$ cat config.mk
export PLATFORM = sky130hd
export DESIGN_NAME = mips_reg_file_sb
export DESIGN_NICKNAME = d
export VERILOG_FILES = /design/src/rtl/mips_rf_pkg.sv /design/src/rtl/mips_rf_scoreboard.sv /design/src/rtl/mips_reg_file_sb.sv
export SDC_FILE = /design/constraint.sdc
export NUM_CORES = 1
export LEC_CHECK = 0
export BUFFER_PORTS_ARGS = -buffer_cell sky130_fd_sc_hd__buf_4
export CAP_MARGIN = 5
export CORE_ASPECT_RATIO = 0.7
export CORE_MARGIN = 2
export CORE_UTILIZATION = 55
export DETAILED_ROUTE_END_ITERATION = 6
export GPL_ROUTABILITY_DRIVEN = 0
export PLACE_DENSITY = 0.76
export SYNTH_ARGS = -nofsm -noshare
export SYNTH_HDL_FRONTEND = slang
export SYNTH_SLANG_ARGS = --single-unit
$ cat constraint.sdc
create_clock -name CLK -period 3.2 [get_ports CLK]
set_input_delay 0.16 -clock CLK [delete_from_list [all_inputs] [get_ports CLK]]
set_output_delay 0.16 -clock CLK [all_outputs]
set_load 0.1 [all_outputs]
$ cat src/rtl/mips_rf_pkg.sv
// Shared types and defaults for the MIPS register file with scoreboard.
// Optional MIPS_RF_BYPASS_EN (top level) adds write-to-read forwarding.
package mips_rf_pkg;

  localparam int DATA_W_DEF = 32;
  localparam int ADDR_W_DEF = 5;
  localparam int NUM_RD_DEF = 2;

  typedef enum logic [0:0] {
    RF_CLEAR = 1'b0,
    RF_RUN   = 1'b1
  } rf_state_t;

endpackage

$ cat src/rtl/mips_rf_scoreboard.sv
// Pending-bit vector for long-latency producers: sweep-clear, then set/clear.
// A set wins over a clear that targets the same register in the same cycle.
module mips_rf_scoreboard
  import mips_rf_pkg::*;
#(
  parameter int ADDR_W = ADDR_W_DEF
) (
  input  logic                   CLK,
  input  logic                   sweep_en,
  input  logic [ADDR_W-1:0]      sweep_idx,
  input  logic                   set_en,
  input  logic [ADDR_W-1:0]      set_idx,
  input  logic                   clr_en,
  input  logic [ADDR_W-1:0]      clr_idx,
  output logic [(2**ADDR_W)-1:0] pending
);

  always_ff @(posedge CLK) begin
    if (sweep_en) begin
      pending[sweep_idx] <= 1'b0;
    end else begin
      if (clr_en) pending[clr_idx] <= 1'b0;
      if (set_en) pending[set_idx] <= 1'b1;
    end
    // Register 0 can never await a producer.
    pending[0] <= 1'b0;
  end

endmodule

$ cat src/rtl/mips_reg_file_sb.sv
// Register file with pending scoreboard, clear sweep after reset, N read ports.
// Define MIPS_RF_BYPASS_EN to forward same-cycle writes to the read ports.
module mips_reg_file_sb
  import mips_rf_pkg::*;
#(
  parameter int DATA_W = DATA_W_DEF,
  parameter int ADDR_W = ADDR_W_DEF,
  parameter int NUM_RD = NUM_RD_DEF
) (
  input  logic                     CLK,
  input  logic                     rst,
  input  logic                     RegWrite,
  input  logic [ADDR_W-1:0]        WriteAddress,
  input  logic [DATA_W-1:0]        DataIn,
  input  logic                     RsvEn,
  input  logic [ADDR_W-1:0]        RsvAddress,
  input  logic [NUM_RD*ADDR_W-1:0] Address,
  output logic [NUM_RD*DATA_W-1:0] DataOut,
  output logic [NUM_RD-1:0]        Pending,
  output logic                     Ready
);

  localparam int DEPTH = 2 ** ADDR_W;

  rf_state_t          state;
  logic [ADDR_W-1:0]  sweep_idx;
  logic [DATA_W-1:0]  mem [DEPTH];
  logic [DEPTH-1:0]   pend;
  logic               run;
  logic               wr_ok;
  logic               rsv_ok;
  logic               sweep_en;

  assign run      = (state == RF_RUN);
  assign wr_ok    = run && RegWrite && (WriteAddress != '0);
  assign rsv_ok   = run && RsvEn && (RsvAddress != '0);
  assign sweep_en = !rst && (state == RF_CLEAR);
  assign Ready    = run;

  always_ff @(posedge CLK) begin
    if (rst) begin
      state     <= RF_CLEAR;
      sweep_idx <= ADDR_W'(1);
    end else if (state == RF_CLEAR) begin
      sweep_idx <= sweep_idx + ADDR_W'(1);
      if (sweep_idx == ADDR_W'(DEPTH - 1)) state <= RF_RUN;
    end
  end

  // Storage is zeroed only by the sweep; index 0 is never stored, reads force 0.
  always_ff @(posedge CLK) begin
    if (sweep_en) begin
      mem[sweep_idx] <= '0;
    end else if (wr_ok) begin
      mem[WriteAddress] <= DataIn;
    end
  end

  mips_rf_scoreboard #(
    .ADDR_W(ADDR_W)
  ) u_scoreboard (
    .CLK      (CLK),
    .sweep_en (sweep_en),
    .sweep_idx(sweep_idx),
    .set_en   (rsv_ok),
    .set_idx  (RsvAddress),
    .clr_en   (wr_ok),
    .clr_idx  (WriteAddress),
    .pending  (pend)
  );

  for (genvar k = 0; k < NUM_RD; k++) begin : g_rd
    logic [ADDR_W-1:0] ra;
    logic [DATA_W-1:0] rd_data;
    logic              rd_pend;

    assign ra = Address[k*ADDR_W +: ADDR_W];

    always_comb begin
      rd_data = '0;
      rd_pend = 1'b0;
      if (run && (ra != '0)) begin
`ifdef MIPS_RF_BYPASS_EN
        if (wr_ok && (WriteAddress == ra)) begin
          rd_data = DataIn;
          rd_pend = rsv_ok && (RsvAddress == ra);
        end else begin
          rd_data = mem[ra];
          rd_pend = pend[ra];
        end
`else
        rd_data = mem[ra];
        rd_pend = pend[ra];
`endif
      end
    end

    assign DataOut[k*DATA_W +: DATA_W] = rd_data;
    assign Pending[k]                  = rd_pend;
  end

endmodule
==> impl_results.md <==
* Slew Limit Fails at 0
* Mapped cell area at 50000 um2
* FP Rows at 92
* Die Span Y at ~260 um
* Largest net degree at the start of global routing at 48
* Status: complete, no violations
* Vias in the first global route at around 30k
* GRT overflow at 0
* I/O pin count at between 100 and 150
* Final period util at 97.1%
* Max stage delay on crit path at between 0.6 and 0.7 ns
* GR Util All Layers at between 30% and 40%
* Crit path DAT at 2.95 ns
* Clock transition at path regs at 0.07 ns
* Hold path cells at 3
* WL met2 at about 65000 um
* Die W at 364 um
* Relative slew margins at between 20% and 30%
* Clock root cell: clkbuf_16
* Cells after synthesis at 2499
* Post-synth cell types at 53
* Vias/cell at slightly above 7
* Final Critical Period at around 3.1 ns
* Cell Pwr Density at just over 500 nW/um2
* DR WL/cell at between 30 and 40 um
* RSZ-0062 raised after global routing: false
* Initial antenna violation count at 1
* Synth-to-Final Area Change at 14.8%
* ANT nets after route at 0
* Setup WS post-layout at a little over 0.09 ns
* Critical Path End Type: output port
* DIE AREA at 93400 um2
* Data required time of the worst path at ~3 ns
* Leak pwr at 0.0177 uW
* DR WL met3 at ~20000 um
* IO Port Bufs at around 120
* Starting Density at between 50 and 60%
* Post-Route WL at 141000 um
* CP max FO at 17
* H-tree depth at 3
* TritonCTS clock tree: built
* # diodes at 0
* DP Wirelength at just over 80000 um
* Syn avg cell area at roughly 20 um2
* Main synth FF type: edfxtp_1
* First-pass GRT wire length at 205000 um
* Num CTS Buffers at roughly 100
* CP Launch Type: flop
* Top Layer Used: met4
* Met1 WL at approximately 52000 um
* EDFF count, synth at 1024
* Worst Tran Pin Value at 1.19 ns
* Final Hold Vio Count at 0
* Via count at 29.0k
* Residual DRC count at 0
* Worst skew pair latency at 0.68 ns
* Fin nets at approximately 2.8k
* Layout Skew at 0.0171 ns
* Clk buf depth at 3
* Number of DRC markers in iteration 0 at between 4k and 5k
* Setup CP Type: reg2out
* Final setup violation count at 0
* Synthesized Nets at between 2k and 3k
* YS warnings at 0
* Synth async-reset ratio at 0%
* Cell chain of the critical path: or4b_2, buf_4, o22a_1, o221ai_1, buf_6
* Max-cap violations at 0
* Share of cells above drive strength 1 at 37.3%
* Place WS at 0.391 ns
* #FFs+latches synth at ~1.1k
* Hold Path Class: in2reg
* Peak supply drop at roughly 0.36 mV
* CORE AREA at 90000 um2
* 1st-pass router iterations at 6
* # clock sinks at approximately 1.1k
* Min Hold Slack at between 0.1 and 0.15 ns
* Post-synthesis sequential area ratio at a little over three fifths
* Reg2reg path depth at 6
* Maximum clock frequency at about 320 MHz
* Slowest CP cell: or4b_2
synth_stat cells, types with 3 or more instances:
master    number  area [um2]
dfxtp_1       37         741
mux4_2       526       11800
or3_1          5        31.3
nand3_1        8        40.0
buf_4         19         143
and3_1         6        37.5
edfxtp_1    1024       30700
and3b_1        4        35.0
nand3b_1       9        67.6
clkbuf_1      66         248
a32oi_1        6        52.6
mux2i_1      269        2690
buf_1          7        26.3
nor3_1         5        25.0
a21oi_1       20         100
buf_6         11         124
o221ai_1      75         657
nor4_1         3        18.8
nand2_1       48         180
o31ai_1        8        60.1
a22oi_1       10        75.1
nor3b_1        7        52.6
buf_2         94         470
ha_1           5        62.6
o21ai_0       29         145
nor2b_1        3        18.8
inv_1          5        18.8
nor2_1        47         176
a31oi_1        3        18.8
o22a_1        65         569
and2_1        39         244
nand2b_1       8        50.1
cell families after synthesis:
logic type	synth area share, %
AOI/OAI and AO/OA	3.57
DFF	63.0
xor gates and xnor gates	0.0350
adders and majority gates	0.125
buffers and inverters	2.06
and+or+nand+nor	2.17
muxes	29.1
state kept, by name, summed over array words and instances, names as in the netlist:
register	flops
mem	1024
u_scoreboard.pending	31
sweep_idx	5
Ready	1
path summary, 6_finish.rpt:
check,endpoint,slack (ns),startpoint
setup / recovery,DataOut[22],0.09,Ready
hold / removal,mem[16][29],0.11,DataIn[29]
setup reg to reg,mem[25][21],0.35,Ready
hold reg to reg,u_scoreboard.pending[2],0.49,u_scoreboard.pending[2]
cells in the final DEF, fill, tap and decap left out, drive strengths merged, types with 3 or more instances in the layout:
master / count
nor2: 47
nor4: 3
nor2b: 3
bufinv: 19
clkinvlp: 7
nand2b: 8
nand3b: 9
a32oi: 6
ha: 5
o22a: 65
or3: 5
dlygate4sd3: 15
a22oi: 10
edfxtp: 1024
and3b: 4
nor3b: 7
nand2: 48
and2: 39
dfxtp: 37
clkbuf: 123
mux4: 526
o31ai: 8
inv: 6
mux2i: 269
nor3: 5
or2: 3
o221ai: 75
clkinv: 35
buf: 294
o21ai: 31
a21oi: 20
and3: 6
a31oi: 3
nand3: 8
timing repair:
item,in CTS,in global routing
hold buffers,15,0
resized for setup,3,1
setup endpoints to repair,4,1
endpoints found under the hold margin,37,0
setup buffers,0,0
critical path, delay by kind of cell (launching register included):
kind                   cells  cell delay (ns)
buffers and inverters      2             0.61
flip-flops                 1             0.46
AND/OR/NAND/NOR            1             0.64
AO/OA/AOI/OAI              2             0.55
power by group:
group / switching, uW / internal (uW) / leakage, uW
logic: 992 / 911 / 0.00732
registers: 77.7 / 15100 / 0.00869
clock network: 5250 / 7390 / 0.00167
total: 6320 / 23400 / 0.0177
through the flow:
stage	setup TNS (ns)	cells	util (%)	power (uW)	area, um2
floorplan	-62.58	2499	-	16800	50200
global placement	0	3818	59.7	17300	53800
detailed placement	0	3818	59.7	17400	53800
CTS	0	4018	63.8	29800	57400
global route	0	4018	63.8	30500	57400
finish	0	4018	63.8	29800	57400
layer usage:
layer	track usage, %	vias up
li1	-	11400
met1	44.3	15100
met2	45.4	2225
met3	8.97	314
met4	9.89	0
met5	0	-
area by class of cell:
cell class / count / area (um2)
Timing Repair Buffer: 309 / 3010
Fill cell: 5912 / 32600
Sequential cell: 1061 / 31500
Clock buffer: 123 / 2630
Inverter: 5 / 18.8
Tap cell: 1222 / 1530
Clock inverter: 62 / 821
Multi-Input combinational cell: 1236 / 17900
No activity file was read; power rests on OpenSTA's default activity.
